--- config.mk ---
export PLATFORM = sky130hd
export DESIGN_NAME = jam_cost_port_arbiter
export DESIGN_NICKNAME = d
export VERILOG_FILES = /design/src/rtl/jam_cost_port_arbiter.sv
export SDC_FILE = /design/constraint.sdc
export NUM_CORES = 1
export LEC_CHECK = 0
export CAP_MARGIN = 20
export CORE_MARGIN = 2
export CORE_UTILIZATION = 45
export CTS_CLUSTER_DIAMETER = 100
export DETAILED_ROUTE_END_ITERATION = 7
export PLACE_DENSITY = 0.78
export SYNTH_ARGS = -nofsm -noshare
export SYNTH_HDL_FRONTEND = slang
export SYNTH_SLANG_ARGS = --single-unit
--- constraint.sdc ---
create_clock -name CLK -period 10.9 [get_ports CLK]
set_clock_uncertainty 0.05 [all_clocks]
set_input_delay 2.18 -clock CLK [delete_from_list [all_inputs] [get_ports CLK]]
set_output_delay 2.18 -clock CLK [all_outputs]
set_load 0.05 [all_outputs]
--- src/rtl/jam_cost_port_arbiter.sv ---
// ---------------------------------------------------------------------------
// jam_cost_port_arbiter
//
// Purpose:
//   Shares the single cost-table read port (W/J out, Cost in) between NREQ
//   permutation-evaluation engines. Arbitration is round-robin at burst
//   granularity: once an engine is granted a multi-beat burst it keeps the
//   port until its last beat. Each accepted beat drives W/J for one cycle,
//   and the Cost sampled one cycle later is routed back to the owner.
//
// Ports:
//   CLK        in   1         clock, all state updates on posedge
//   RST        in   1         synchronous active-low reset
//   req        in   NREQ      per-engine read request
//   req_w      in   NREQ*IDW  per-engine worker index, slice i = [i*IDW +: IDW]
//   req_j      in   NREQ*IDW  per-engine job index, slice i = [i*IDW +: IDW]
//   req_last   in   NREQ      beat is the final beat of the engine's burst
//   gnt        out  NREQ      one-hot (or zero) grant, combinational
//   W          out  IDW       registered worker index to the cost table
//   J          out  IDW       registered job index to the cost table
//   Cost       in   CW        cost-table data, valid the cycle after W/J update
//   rsp_valid  out  NREQ      one-hot registered response strobe
//   rsp_cost   out  CW        registered cost returned to the engine
//   busy       out  1         burst locked or response pending
// ---------------------------------------------------------------------------
module jam_cost_port_arbiter #(
  parameter int NREQ = 4,
  parameter int IDW  = 3,
  parameter int CW   = 7
) (
  input  logic                CLK,
  input  logic                RST,
  input  logic [NREQ-1:0]     req,
  input  logic [NREQ*IDW-1:0] req_w,
  input  logic [NREQ*IDW-1:0] req_j,
  input  logic [NREQ-1:0]     req_last,
  output logic [NREQ-1:0]     gnt,
  output logic [IDW-1:0]      W,
  output logic [IDW-1:0]      J,
  input  logic [CW-1:0]       Cost,
  output logic [NREQ-1:0]     rsp_valid,
  output logic [CW-1:0]       rsp_cost,
  output logic                busy
);

  localparam int PW = (NREQ > 1) ? $clog2(NREQ) : 1;

  typedef enum logic {
    IDLE   = 1'b0,
    LOCKED = 1'b1
  } arbState_e;

  arbState_e         state_q, state_d;
  logic [PW-1:0]     rrPtr_q, rrPtr_d;
  logic [PW-1:0]     owner_q, owner_d;
  logic [PW-1:0]     tag_q;
  logic              pend_q;
  logic [IDW-1:0]    w_q, j_q;
  logic [NREQ-1:0]   rspValid_q;
  logic [CW-1:0]     rspCost_q;

  logic [PW-1:0]     grantIdx;
  logic [PW-1:0]     nextPtr;
  logic              accept;
  logic              acceptLast;
  logic [NREQ-1:0]   tagOneHot;

  // Grant selection. While locked the owner keeps the grant even if it drops
  // req, which produces a bubble rather than handing the port to someone else.
  // In IDLE the first requester at or after rrPtr_q wins, wrapping around.
  // Reset forces the grant low so no beat can be accepted during reset.
  always_comb begin
    logic          found;
    int            idx;
    logic [PW-1:0] idxP;
    gnt      = '0;
    grantIdx = '0;
    found    = 1'b0;
    idx      = 0;
    idxP     = '0;
    if (RST) begin
      if (state_q == LOCKED) begin
        gnt[owner_q] = 1'b1;
        grantIdx     = owner_q;
      end else begin
        for (int off = 0; off < NREQ; off++) begin
          idx  = (int'(rrPtr_q) + off) % NREQ;
          idxP = PW'(idx);
          if (!found && req[idxP]) begin
            found     = 1'b1;
            gnt[idxP] = 1'b1;
            grantIdx  = idxP;
          end
        end
      end
    end
  end

  assign accept     = |(req & gnt);
  assign acceptLast = req_last[grantIdx];
  assign nextPtr    = (grantIdx == PW'(NREQ - 1)) ? '0 : grantIdx + PW'(1);
  assign tagOneHot  = NREQ'(1) << tag_q;

  // Next-state logic. A single-beat burst stays in IDLE and just advances the
  // round-robin pointer; a multi-beat burst locks the port to its engine.
  always_comb begin
    state_d = state_q;
    rrPtr_d = rrPtr_q;
    owner_d = owner_q;
    case (state_q)
      IDLE: begin
        if (accept) begin
          if (acceptLast) begin
            rrPtr_d = nextPtr;
          end else begin
            state_d = LOCKED;
            owner_d = grantIdx;
          end
        end
      end
      LOCKED: begin
        if (accept && acceptLast) begin
          state_d = IDLE;
          rrPtr_d = nextPtr;
        end
      end
      default: state_d = IDLE;
    endcase
  end

  // State and datapath registers. The index registers only load on an
  // accepted beat; pend_q marks that next cycle's Cost belongs to tag_q.
  always_ff @(posedge CLK) begin
    if (!RST) begin
      state_q    <= IDLE;
      rrPtr_q    <= '0;
      owner_q    <= '0;
      tag_q      <= '0;
      pend_q     <= 1'b0;
      w_q        <= '0;
      j_q        <= '0;
      rspValid_q <= '0;
      rspCost_q  <= '0;
    end else begin
      state_q <= state_d;
      rrPtr_q <= rrPtr_d;
      owner_q <= owner_d;
      pend_q  <= accept;
      if (accept) begin
        w_q   <= req_w[int'(grantIdx)*IDW +: IDW];
        j_q   <= req_j[int'(grantIdx)*IDW +: IDW];
        tag_q <= grantIdx;
      end
      rspValid_q <= pend_q ? tagOneHot : '0;
      if (pend_q) begin
        rspCost_q <= Cost;
      end
    end
  end

  assign W         = w_q;
  assign J         = j_q;
  assign rsp_valid = rspValid_q;
  assign rsp_cost  = rspCost_q;
  assign busy      = (state_q == LOCKED) | pend_q;

endmodule

# ---- Word-level counts from Yosys, hierarchy flattened
# Cells that the tools add are included.
# W data, S select, Z words.
dict set report op_classes {
  n_addsub 4
  multipliers 1
  order_cmp 11
  eq_ne 4
  shift 3
  mux 56
  bitwise 7
  n_reduce_logical 16
}
# op count
set op_table {}
lappend op_table {{$mux W4} 12}
lappend op_table {{$shiftx A12 B32 Y3} 1}
lappend op_table {{$mux W1} 22}
lappend op_table {{$mux W2} 10}
lappend op_table {{$lt A2 B3 Y1 const B} 6}
lappend op_table {{$or A4 B4 Y4} 3}
lappend op_table {{$shiftx A12 B5 Y3} 1}
lappend op_table {{$bmux W1 S2} 5}
lappend op_table {{$demux W1 S2} 5}
lappend op_table {{$ge A2 B1 Y1 const B} 5}
lappend op_table {{$logic_and A1 B1 Y1} 9}
lappend op_table {{$reduce_and A3 Y1} 2}
lappend op_table {{$add A2 B1 Y2 const B} 2}
lappend op_table {{$add A2 B2 Y2 const B} 2}
lappend op_table {{$and A4 B4 Y4} 1}
lappend op_table {{$mul A2 B2 Y4 const B} 1}
lappend op_table {{$ne A2 B2 Y1 const B} 2}
lappend op_table {{$pmux W2 S2} 1}
lappend op_table {{$reduce_or A4 Y1} 1}
lappend op_table {{$shl A1 B2 Y4 const A} 1}
lappend op_table {{$logic_not A1 Y1} 3}
lappend op_table {{$eq A2 B2 Y1 const B} 1}
lappend op_table {{$ne A2 B1 Y1 const B} 1}
lappend op_table {{$not A1 Y1} 2}
lappend op_table {{3 further kinds} 3}
dict set report word_totals {
  reg_bits 25
  inputBits 41
  out_inout_bits 22
  elab_cells 111
}

# ---- Logic depth before layout (Yosys ltp)
# Gate-level depths: netlist of the first run.
dict set report depth {
  word_depth 25
  ltp_mapped 14
  depth_no_buf 10
}

# ---- Worst setup path after synthesis of the first run
# OpenSTA, ideal clock, no wires.
dict set report synth_timing {
  kind {input to output}
  start {in req[2]}
  end {out gnt[0]}
  arrival_ns 4.502
  t_required_ns 8.670
  path_slack_ns 4.168
  path_stages 6
  n_path_buf 1
  cell_sequence {buf_2 or3b_1 a211o_1 o21ai_1 a221oi_1 nor3_1}
}
dict set report synth_via {
  elab_chain_len 20
  word_cells_on_any_way 38
}
# item line_no
set synth_lines {}
lappend synth_lines {{from (decl)} 33} ;# input logic [NREQ-1:0] req,
lappend synth_lines {{$bmux W1 S2} 89} ;# if (!found && req[idxP]) begin
lappend synth_lines {{$mux W1 (implied by the code)} 89}
lappend synth_lines {{$mux W1} 89}
lappend synth_lines {{$mux W1} 82} ;# if (state_q == LOCKED) begin
lappend synth_lines {{$mux W1} 81} ;# if (RST) begin
lappend synth_lines {{$logic_not A1 Y1} 89}
lappend synth_lines {{$logic_and A1 B1 Y1} 89}
lappend synth_lines {{$mux W1} 89}
lappend synth_lines {{(+4 left out)} --}
lappend synth_lines {{$mux W1} 89}
lappend synth_lines {{$mux W1} 82}
lappend synth_lines {{$mux W1} 81}
lappend synth_lines {{$logic_not A1 Y1} 89}
lappend synth_lines {{$logic_and A1 B1 Y1} 89}
lappend synth_lines {{$mux W4 (*)} 89}
lappend synth_lines {{$mux W4 (*)} 82}
lappend synth_lines {{$mux W4 (*)} 81}
lappend synth_lines {{to (decl)} 37} ;# output logic [NREQ-1:0] gnt,
# Every way passes the cells marked *; elsewhere a longest branch is shown, timed or not. The select of a mux whose other input is x is not followed.

# ---- Worst setup path in the final report of the first run
dict set report layout_timing {
  start {in req[0]}
  end {out gnt[2]}
}
# The elaborated chain is that of the path after synthesis.

==> results.md, run 1 <==
- Status: finished clean
- Initial Util: 46.01%
- GR Util All Layers: 21.51%
- Yosys warning total: 0
- Setup slack after placement: about 3.4 ns
- Vias in the first global route: ~1900
- Worst-path clk slew: 0.09 ns
- Post-DP HPWL: 3.901 mm
- Post-CTS Setup Bufs: 0
- RSZ-0062 raised after global routing: no
- Drc violations: 0
- Syn avg cell area: between 8 and 9 um2
- Crit path buf inv count: 2
- Placed Area: roughly 2600 um2
- Final nets: between 300 and 400
- Iteration count of the initial detailed-routing pass: 4
- Post-synthesis cell count: 234
- First-pass GRT wire length: around 8.8 mm
- Max Clk Rate: about 130 MHz
- Post-synth EDFFs: 0
- Wire per inst: 15.75 um
- WP data arrival: 5.26 ns
- Layout cells sized above 1: under 10%
- M1 GR Usage: between 20% and 30%
- Yosys top cell by area: dfxtp_1
- Synth Register Bits: 25
- Fraction of registers with async set or reset after synthesis: 0%
- Antenna cells: 0
- Post-route clock period utilization: 68.70%
- Largest cells by area after synthesis: dfxtp_1 25%, mux2i_1 9.1%, ha_1 5.7%, nand3_1 5.6%, mux2_2 4.6%
- Buffers on Ports: 62
- Primary FF master, synth: dfxtp_1
- Yosys cell types: 53
- Site row count: 24
- Post-DR vias/cell: ~5.8
- Worst slew pin tran: 0.9802 ns
- CP Cell Sequence: clkdlybuf4s50_1 > or3b_1 > a211o_1 > o21ai_1 > o2bb2ai_1 > nand2_1 > a21oi_1 > clkdlybuf4s50_1
- CP Capture Type: output port
- Die X: between 70 and 80 um
- Mapped Nets: 284
- Crit-path slowest cell: clkdlybuf4s50_1
- # clock sinks: 25
- Crit path top cell by count: clkdlybuf4s50_1
- Setup CP Type: in -> out
- Worst Path Required: about 8.7 ns
- Worst setup SP type: primary input
- Initial antenna violation count: 0
- TritonCTS clock tree: done
- Longest Clk Path Bufs: 2
- Congestion Overflow GR: 0
- Tmin final: 7.488 ns
- Seq/Total Area, Yosys: 25.33%
- Clock latency at the later pin of the worst-skew pair: 0.27 ns
- Layout fillers: 404
- TritonCTS buffer count: 3
- Setup ws final: roughly 3.4 ns
- Critical path's largest stage delay: 0.82 ns
- Largest net degree at the start of global routing: 21
- Final TNS setup: 0 ns
- Slew headroom: 34.53%
- Die area: 4936 um2
- Top cell type's share of synthesized area: 25.33%
- Cts hold-fix bufs: 0
- Via count: 1922
- PD cells: between 200 and 300 nW/um2
- Final Hold Viols: 0
- Worst path top cell family by delay: buffers and inverters
- CORE AREA: 4294 um2
- Hold crit path type: reg -> reg
- Max Slew Vio Count: 0
- Synth-to-Final Area Change: 33.00%
- I/O pins: between 60 and 70
- Fin Hold WS: between 0.4 and 0.5 ns
- GR Util met2: 38.47%
- Die Y: 70.26 um
- Antenna-violating nets left: 0
- Initial DRC count: 105
- Htree depth: 1
- Placer congestion estimate: 0.8958
- Met3 Use GR: about 3.3%
- Layer with the highest usage: met2
- Crit-path max FO: 13
- Design Area, Final: 2628 um2
- Max cap viols: 0
- Largest vdd supply drop: 0.0001047 V
- Post-CTS sizing: 0
- Final setup viols: 0
- Syn Std Cell Area: between 1500 and 2000 um2
- Root Buffer: clkbuf_8
- Routed WL: 5.261 mm
- Lkg Pwr: 0.9827 nW
## synth_stat cells (all sizes together) (3+ instances only)
master   number
mux2          8
a211oi        3
nand2b        5
clkbuf       10
a22o          3
inv           8
o21ai        15
nand2        15
o221ai        6
nand3b        3
mux2i        18
a21oi         9
o2bb2ai       4
nor3          6
dfxtp        25
buf           8
nand3        22
nor3b         4
ha            9
nor2         19
a221oi        4
## cell families after synthesis
| family | share of synthesized area, % |
|---|---|
| fa+ha+maj | 5.700 |
| buf+inv | 5.763 |
| compound gates | 24.00 |
| flops | 25.33 |
| simple gates | 23.24 |
| mux | 15.96 |
## routing by layer
layer	share of wire, %	vias up
li1	-	967
met1	46	894
met2	49	56
met3	4.7	5
met4	0.53	0
met5	0	-
## final cells by class
type / count / area (um2) / area share, %
well taps: 52 / 65.06 / 2.476
inverters: 9 / 33.78 / 1.286
repair buffers: 62 / 620.6 / 23.62
clock buffers: 3 / 41.29 / 1.571
clock inverters: 1 / 5.005 / 0.1905
flip-flops and latches: 25 / 500.5 / 19.05
multi-input cells: 182 / 1361 / 51.81
## flip-flops by register name, summed over array words and instances, names as in the netlist, named ones only
signal and cells:
owner_q 2, tag_q 2, rsp_valid 4, J 3
rsp_cost 7, pend_q 1, W 3, rrPtr_q 2
## report_power, final
group / internal, mW / leakage [nW] / total (mW) / switching, mW
registers: 0.120 / 0.205 / 0.165 / 0.0453
logic: 0.183 / 0.752 / 0.447 / 0.264
clock network: 0.0256 / 0.0255 / 0.0551 / 0.0295
total: 0.328 / 0.983 / 0.667 / 0.339
## cell usage in the layout, fill, tap and decap left out, types with 2 or more instances in the layout
cell type,synthesis,routed
clkdlybuf4s50_1,0,62
dfxtp_1,25,25
nand3_1,22,22
nor2_1,19,19
mux2i_1,18,18
nand2_1,15,15
o21ai_0,12,12
a21oi_1,9,9
ha_1,9,9
inv_1,8,8
mux2_2,8,8
nor3_1,6,6
o221ai_1,6,6
nand2b_1,5,5
nor3b_1,4,4
o2bb2ai_1,4,4
a22o_1,3,3
nand3b_1,3,3
a221oi_1,3,3
clkbuf_8,0,3
nor2b_1,2,2
a211o_1,2,2
o21ai_1,2,2
mux4_2,2,2
and3_1,2,2
a211oi_1,2,2
## path summary, 6_finish.rpt
| check | start | endpoint | slack, ns | cells past startpoint |
|---|---|---|---|---|
| max | req[0] | gnt[2] | 3.41 | 8 |
| min | tag_q[0]$_SDFFE_PN0P_ | rsp_valid[0]$_SDFF_PP0_ | 0.41 | 1 |
| max reg2reg | rrPtr_q[0]$_SDFFE_PN0P_ | flip-flop | 6.71 | 9 |
| min reg2reg | tag_q[0]$_SDFFE_PN0P_ | rsp_valid[0]$_SDFF_PP0_ | 0.41 | 1 |
## through the flow
stage,std cells,util (%),power [mW]
finish,334,61.19,0.6666
global route,334,61.19,0.7135
CTS,334,61.19,0.6664
detailed placement,330,60.11,0.6097
global placement,330,60.11,0.6051
floorplan,234,-,0.4963
No activity file was read; power rests on OpenSTA's default activity.
==> run 2: changes to the inputs <==
==> constraint.sdc (replaced) <==
create_clock -name CLK -period 7.11 [get_ports CLK]
set_clock_uncertainty 0.05 [all_clocks]
set_input_delay 1.422 -clock CLK [delete_from_list [all_inputs] [get_ports CLK]]
set_output_delay 1.422 -clock CLK [all_outputs]
set_load 0.05 [all_outputs]
==> results.md, run 2 (same netlist as run 1, synthesis figures left out) <==
- Design Area, Final: 2628 um2 (unchanged)
- Largest net degree at the start of global routing: 21 (unchanged)
- WP data arrival: 4.49 ns (was 5.26 ns)
- Tmin final: roughly 6 ns
- Die area: 4936 um2 (unchanged)
- Largest vdd supply drop: 0.0001583 V (was 0.0001047 V)
- Die Y: 70.26 um (unchanged)
- WL met2: 2.561 mm (was 2.562 mm)
- Post-DP HPWL: 3.875 mm (was 3.901 mm)
- Placed Area: 2581 um2 (unchanged)
- RSZ-0062 raised after global routing: no (unchanged)
- Final Hold Viols: 0 (unchanged)
- TritonCTS buffer count: 3 (unchanged)
- Final nets: 333 (unchanged)
- Filler-free cell count of the finished design: 334 (unchanged)
- Antenna-violating nets left: 0 (unchanged)
- Routed WL: 5.279 mm (was 5.261 mm)
- Worst-path clk slew: 0.09 ns (about the same)
- Root Buffer: clkbuf_8 (unchanged)
- Initial antenna violation count: 0 (unchanged)
- Via count: 1955 (was 1922)
- TritonCTS clock tree: done (unchanged)
- Hold depth: 1 (unchanged)
- Reg-to-reg slack, setup: 2.89 ns (was 6.71 ns)
- Wire per inst: 15.81 um (was 15.75 um)
- Routed length on met3: 302 um (was 246 um)
- Longest Clk Path Bufs: 2 (unchanged)
- Placer congestion estimate: 0.8960 (was 0.8958)
- Post-CTS sizing: 0 (unchanged)
- Worst Path Required: 5.64 ns (was 8.67 ns)
- Crit-path max FO: 13 (unchanged)
- Site row count: 24 (unchanged)
- Commonest non-fill, non-tap cell in the layout: clkdlybuf4s50_1 (unchanged)
- Worst setup SP type: primary input (unchanged)
- Post-DR vias/cell: 5.853 (was 5.754)
- Hold Startpoint: tag_q[0]$_SDFFE_PN0P_ (unchanged)
- Worst Reg-to-Reg Cells: 9 (unchanged)
- Die X: 70.26 um (unchanged)
- Crit path from: req[0] (unchanged)
- # clock sinks: 25 (unchanged)
- Post-CTS Setup Bufs: 0 (unchanged)
- Antenna cells: 0 (unchanged)
- Hold crit path type: reg -> reg (unchanged)
- FF-to-FF Start: rrPtr_q[0]$_SDFFE_PN0P_ (unchanged)
- Iteration count of the initial detailed-routing pass: 4 (unchanged)
- CP Capture Type: output port (unchanged)
- Met1 Wirelength: 2.387 mm (was 2.423 mm)
- Post-route clock period utilization: a little over four fifths
- Slew headroom: 35.59% (was 34.53%)
- Flip-flop count of the largest register after layout: 7 (unchanged)
- Initial DRC count: 124 (was 105)
- Max Clk Rate: 167.8 MHz
- Layout fillers: 416 (was 404)
- Max cap viols: 0 (unchanged)
- Highest Signal Layer: met4 (unchanged)
- Buffers on Ports: 62 (unchanged)
- Vias in the first global route: 1891 (was 1898)
- Hold endpoint: rsp_valid[0]$_SDFF_PP0_ (unchanged)
- GR Util All Layers: 21.49% (was 21.51%)
- Status: finished clean (unchanged)
- First-pass GRT wire length: 8.749 mm (was 8.818 mm)
- Synth-to-Final Area Change: 33.00% (unchanged)
- Placed cells: 330 (unchanged)
- Commonest cells after routing, fill and taps aside: 62 x clkdlybuf4s50_1, 25 x dfxtp_1, 22 x nand3_1, 19 x nor2_1, 18 x mux2i_1 (unchanged)
- I/O pins: 63 (unchanged)
- PD cells: 389.7 nW/um2 (was 253.7 nW/um2)
- CORE AREA: 4294 um2 (unchanged)
- Setup CP Type: in -> out (unchanged)
- Cts hold-fix bufs: 0 (unchanged)
- Drc violations: 0 (unchanged)
- Htree depth: 1 (unchanged)
- Worst slew pin tran: 0.9644 ns (was 0.9802 ns)
- Congestion Overflow GR: 0 (unchanged)
- Final TNS setup: 0 ns (unchanged)
- Final setup viols: 0 (unchanged)
- Layout cells sized above 1: 8.865% (unchanged)
- Lkg Pwr: 0.9827 nW (unchanged)
- Max Slew Vio Count: 0 (unchanged)
- Clock latency at the later pin of the worst-skew pair: 0.27 ns (about the same)
- Initial Util: 46.01% (unchanged)
==> run 2: cell counts in the layout (fill, tap and decap cells not counted) <==
No cell type changed its count.
==> run 2: routing by layer <==
layer | global-route usage (%) | vias to the layer above
met1 | 27.81 | 914
met4 | 3.632 | 0
met5 | 0 | -
li1 | - | 969
met3 | 3.752 | 5
met2 | 37.74 | 67
==> run 2: how the worst max path moves through the flow <==
stage	end	slack [ns]
global route	gnt[2]	1.00
global placement	gnt[2]	1.23
finish	gnt[2]	1.15
floorplan	gnt[0]	1.89
detailed placement	gnt[2]	1.18
CTS	gnt[2]	1.17
==> run 2: layout make-up <==
type | instances | area (um2) | area share (%)
Multi-Input combinational cell | 182 | 1361 | 51.81
Timing Repair Buffer | 62 | 620.6 | 23.62
Inverter | 9 | 33.78 | 1.286
Clock buffer | 3 | 41.29 | 1.571
Tap cell | 52 | 65.06 | 2.476
Sequential cell | 25 | 500.5 | 19.05
Clock inverter | 1 | 5.005 | 0.1905
==> run 2: report_power, final <==
| group | total [mW] | internal (mW) | switching [mW] |
|---|---|---|---|
| Sequential | 0.253 | 0.183 | 0.0697 |
| Clock | 0.0843 | 0.0392 | 0.0450 |
| Combinational | 0.687 | 0.280 | 0.407 |
==> run 2: worst max-delay path: stages <==
cell and delay, ns:
clkdlybuf4s50_1 0.61, or3b_1 0.45, a211o_1 0.29, o21ai_1 0.43, o2bb2ai_1 0.24, nand2_1 0.09
a21oi_1 0.13, clkdlybuf4s50_1 0.82
==> run 2: metrics by stage <==
| step | total power [mW] | util, % | setup slack, ns | hold WS (ns) |
|---|---|---|---|---|
| final | 1.024 | 61.19 | 1.150 | 0.4142 |
| after global routing | 1.092 | 61.19 | 1.004 | 0.4365 |
| after CTS | 1.022 | 61.19 | 1.172 | 0.4069 |
| after detailed placement | 0.9351 | 60.11 | 1.183 | 0.3938 |
| after global placement | 0.9276 | 60.11 | 1.225 | 0.3822 |
| after floorplan | 0.7609 | - | 1.894 | 0.3686 |
==> run 3: changes to the inputs <==
==> constraint.sdc (replaced) <==
create_clock -name CLK -period 5.6 [get_ports CLK]
set_clock_uncertainty 0.05 [all_clocks]
set_input_delay 1.12 -clock CLK [delete_from_list [all_inputs] [get_ports CLK]]
set_output_delay 1.12 -clock CLK [all_outputs]
set_load 0.05 [all_outputs]
==> results.md, run 3 (same netlist as run 1, synthesis figures left out) <==
- Status: finished clean (unchanged)
- Iteration count of the initial detailed-routing pass: 4 (unchanged)
- Flip-flop count of the largest register after layout: 7 (unchanged)
- Post-DR vias/cell: 5.941 (was 5.853)
- Clock latency at the later pin of the worst-skew pair: 0.26 ns (was 0.27 ns)
- Crit-path max FO: 14 (was 13)
- Initial antenna violation count: 0 (unchanged)
- Placed cells: 335 (was 330)
- Via count: 2014 (was 1955)
- Initial Util: 46.01% (unchanged)
- Post-CTS sizing: 0 (unchanged)
- Max Slew Vio Count: 0 (unchanged)
- Post-route clock period utilization: 91.33%
- Cts hold-fix bufs: 0 (unchanged)
- PD cells: 492.6 nW/um2 (was 389.7 nW/um2)
- Post-layout util: 61.98% (was 61.19%)
- Synth-to-Final Area Change: 34.71% (was 33.00%)
- RSZ-0062 raised after global routing: no (unchanged)
- Fin Hold WS: 0.3988 ns (was 0.4142 ns)
- Die area: 4936 um2 (unchanged)
- Worst setup SP type: flip-flop (was primary input)
- Drc violations: 0 (unchanged)
- Slew headroom: 39.05% (was 35.59%)
- Final setup viols: 0 (unchanged)
- Vias in the first global route: 2000 (was 1891)
- WP data arrival: 3.94 ns (was 4.49 ns)
- Max cap viols: 0 (unchanged)
- TritonCTS clock tree: done (unchanged)
- Root Buffer: clkbuf_8 (unchanged)
- GR Util All Layers: 22.20% (was 21.49%)
- Wire per inst: 15.81 um (about the same)
- # clock sinks: 25 (unchanged)
- Tmin final: about 5 ns
- I/O pins: 63 (unchanged)
- Largest net degree at the start of global routing: 21 (unchanged)
- Worst-path clk slew: 0.08 ns (was 0.09 ns)
- Routed WL: 5.360 mm (was 5.279 mm)
- Post-DP HPWL: 3.960 mm (was 3.875 mm)
- Max Clk Rate: ~200 MHz
- Filler-free cell count of the finished design: 339 (was 334)
- CORE AREA: 4294 um2 (unchanged)
- Largest vdd supply drop: 0.0002193 V (was 0.0001583 V)
- Total Power: 1.311 mW (was 1.024 mW)
- Worst slew pin tran: 0.9087 ns (was 0.9644 ns)
- Final Hold Viols: 0 (unchanged)
- Worst Path Required: 4.43 ns (was 5.64 ns)
- Lkg Pwr: 1.006 nW (was 0.9827 nW)
- Placer congestion estimate: 0.8811 (was 0.8960)
- TritonCTS buffer count: 3 (unchanged)
- Antenna-violating nets left: 0 (unchanged)
- Layout cells sized above 1: 10.45% (was 8.865%)
- Post-CTS Setup Bufs: 0 (unchanged)
- Congestion Overflow GR: 0 (unchanged)
- Placed Area: 2616 um2 (was 2581 um2)
- Final TNS setup: 0 ns (unchanged)
- Site row count: 24 (unchanged)
- Die X: 70.26 um (unchanged)
- Design Area, Final: 2661 um2 (was 2628 um2)
- Final nets: 338 (was 333)
- CP Capture Type: output port (unchanged)
- Setup ws final: 0.4853 ns (was 1.150 ns)
- Initial DRC count: 149 (was 124)
- Antenna cells: 0 (unchanged)
- Layout fillers: 394 (was 416)
- Commonest cells after routing, fill and taps aside: 61 x clkdlybuf4s50_1, 25 x dfxtp_1, 22 x nand3_1, 19 x nor2_1, 18 x mux2i_1 (was 62 x clkdlybuf4s50_1, 25 x dfxtp_1, 22 x nand3_1, 19 x nor2_1, 18 x mux2i_1)
- Hold crit path type: reg -> reg (unchanged)
- Setup slack after placement: 0.5213 ns (was 1.183 ns)
- Buffers on Ports: 62 (unchanged)
- Htree depth: 1 (unchanged)
- Die Y: 70.26 um (unchanged)
- Longest Clk Path Bufs: 2 (unchanged)
- Setup CP Type: reg -> out (was in -> out)
- Commonest non-fill, non-tap cell in the layout: clkdlybuf4s50_1 (unchanged)
- First-pass GRT wire length: 9.211 mm (was 8.749 mm)
==> run 3: cell count changes in the layout (fill, tap and decap cells not counted) <==
cell,change
clkinv_2,-1
buf_4,+6
clkdlybuf4s50_1,-1
clkbuf_1,+1
==> run 3: per-layer routing <==
metal	GRT usage [%]	vias up	part of all wire [%]
li1	-	982	-
met1	30.38	962	46
met2	38.05	66	49
met3	3.319	4	4.5
met4	2.564	0	0.54
met5	0	-	0
==> run 3: final timing paths <==
check | slack, ns | cells past startpoint | from | to
max | 0.49 | 8 | rrPtr_q[1]$_SDFFE_PN0P_ | gnt[3]
min | 0.40 | 1 | tag_q[0]$_SDFFE_PN0P_ | rsp_valid[0]$_SDFF_PP0_
max reg2reg | 1.65 | 9 | rrPtr_q[1]$_SDFFE_PN0P_ | flip-flop
min reg2reg | 0.40 | 1 | tag_q[0]$_SDFFE_PN0P_ | rsp_valid[0]$_SDFF_PP0_
==> run 3: final cells by class <==
class                      instances  area (um2)  share of cell area, %
multi-input combinational        182        1361                  51.15
clock buffer                       4       45.04                  1.693
inverter                           9       33.78                  1.269
tap                               52       65.06                  2.445
sequential                        25       500.5                  18.81
timing repair buffer              67       655.6                  24.64
==> run 3: power by group <==
part | total [mW] | internal [mW] | leakage [nW] | switching, mW
combinational | 0.901 | 0.364 | 0.778 | 0.536
sequential | 0.308 | 0.233 | 0.205 | 0.0755
clock | 0.102 | 0.0507 | 0.0228 | 0.0512
total | 1.31 | 0.648 | 1.01 | 0.663
==> run 3: worst max-delay path, cell delays in order, from the launching register on <==
cell and delay, ns:
dfxtp_1 0.72, inv_1 0.28, ha_1 0.55, mux2_2 0.42
and3_1 0.19, a2111o_1 0.37, a221oi_2 0.35, nor2_1 0.09
clkdlybuf4s50_1 0.71
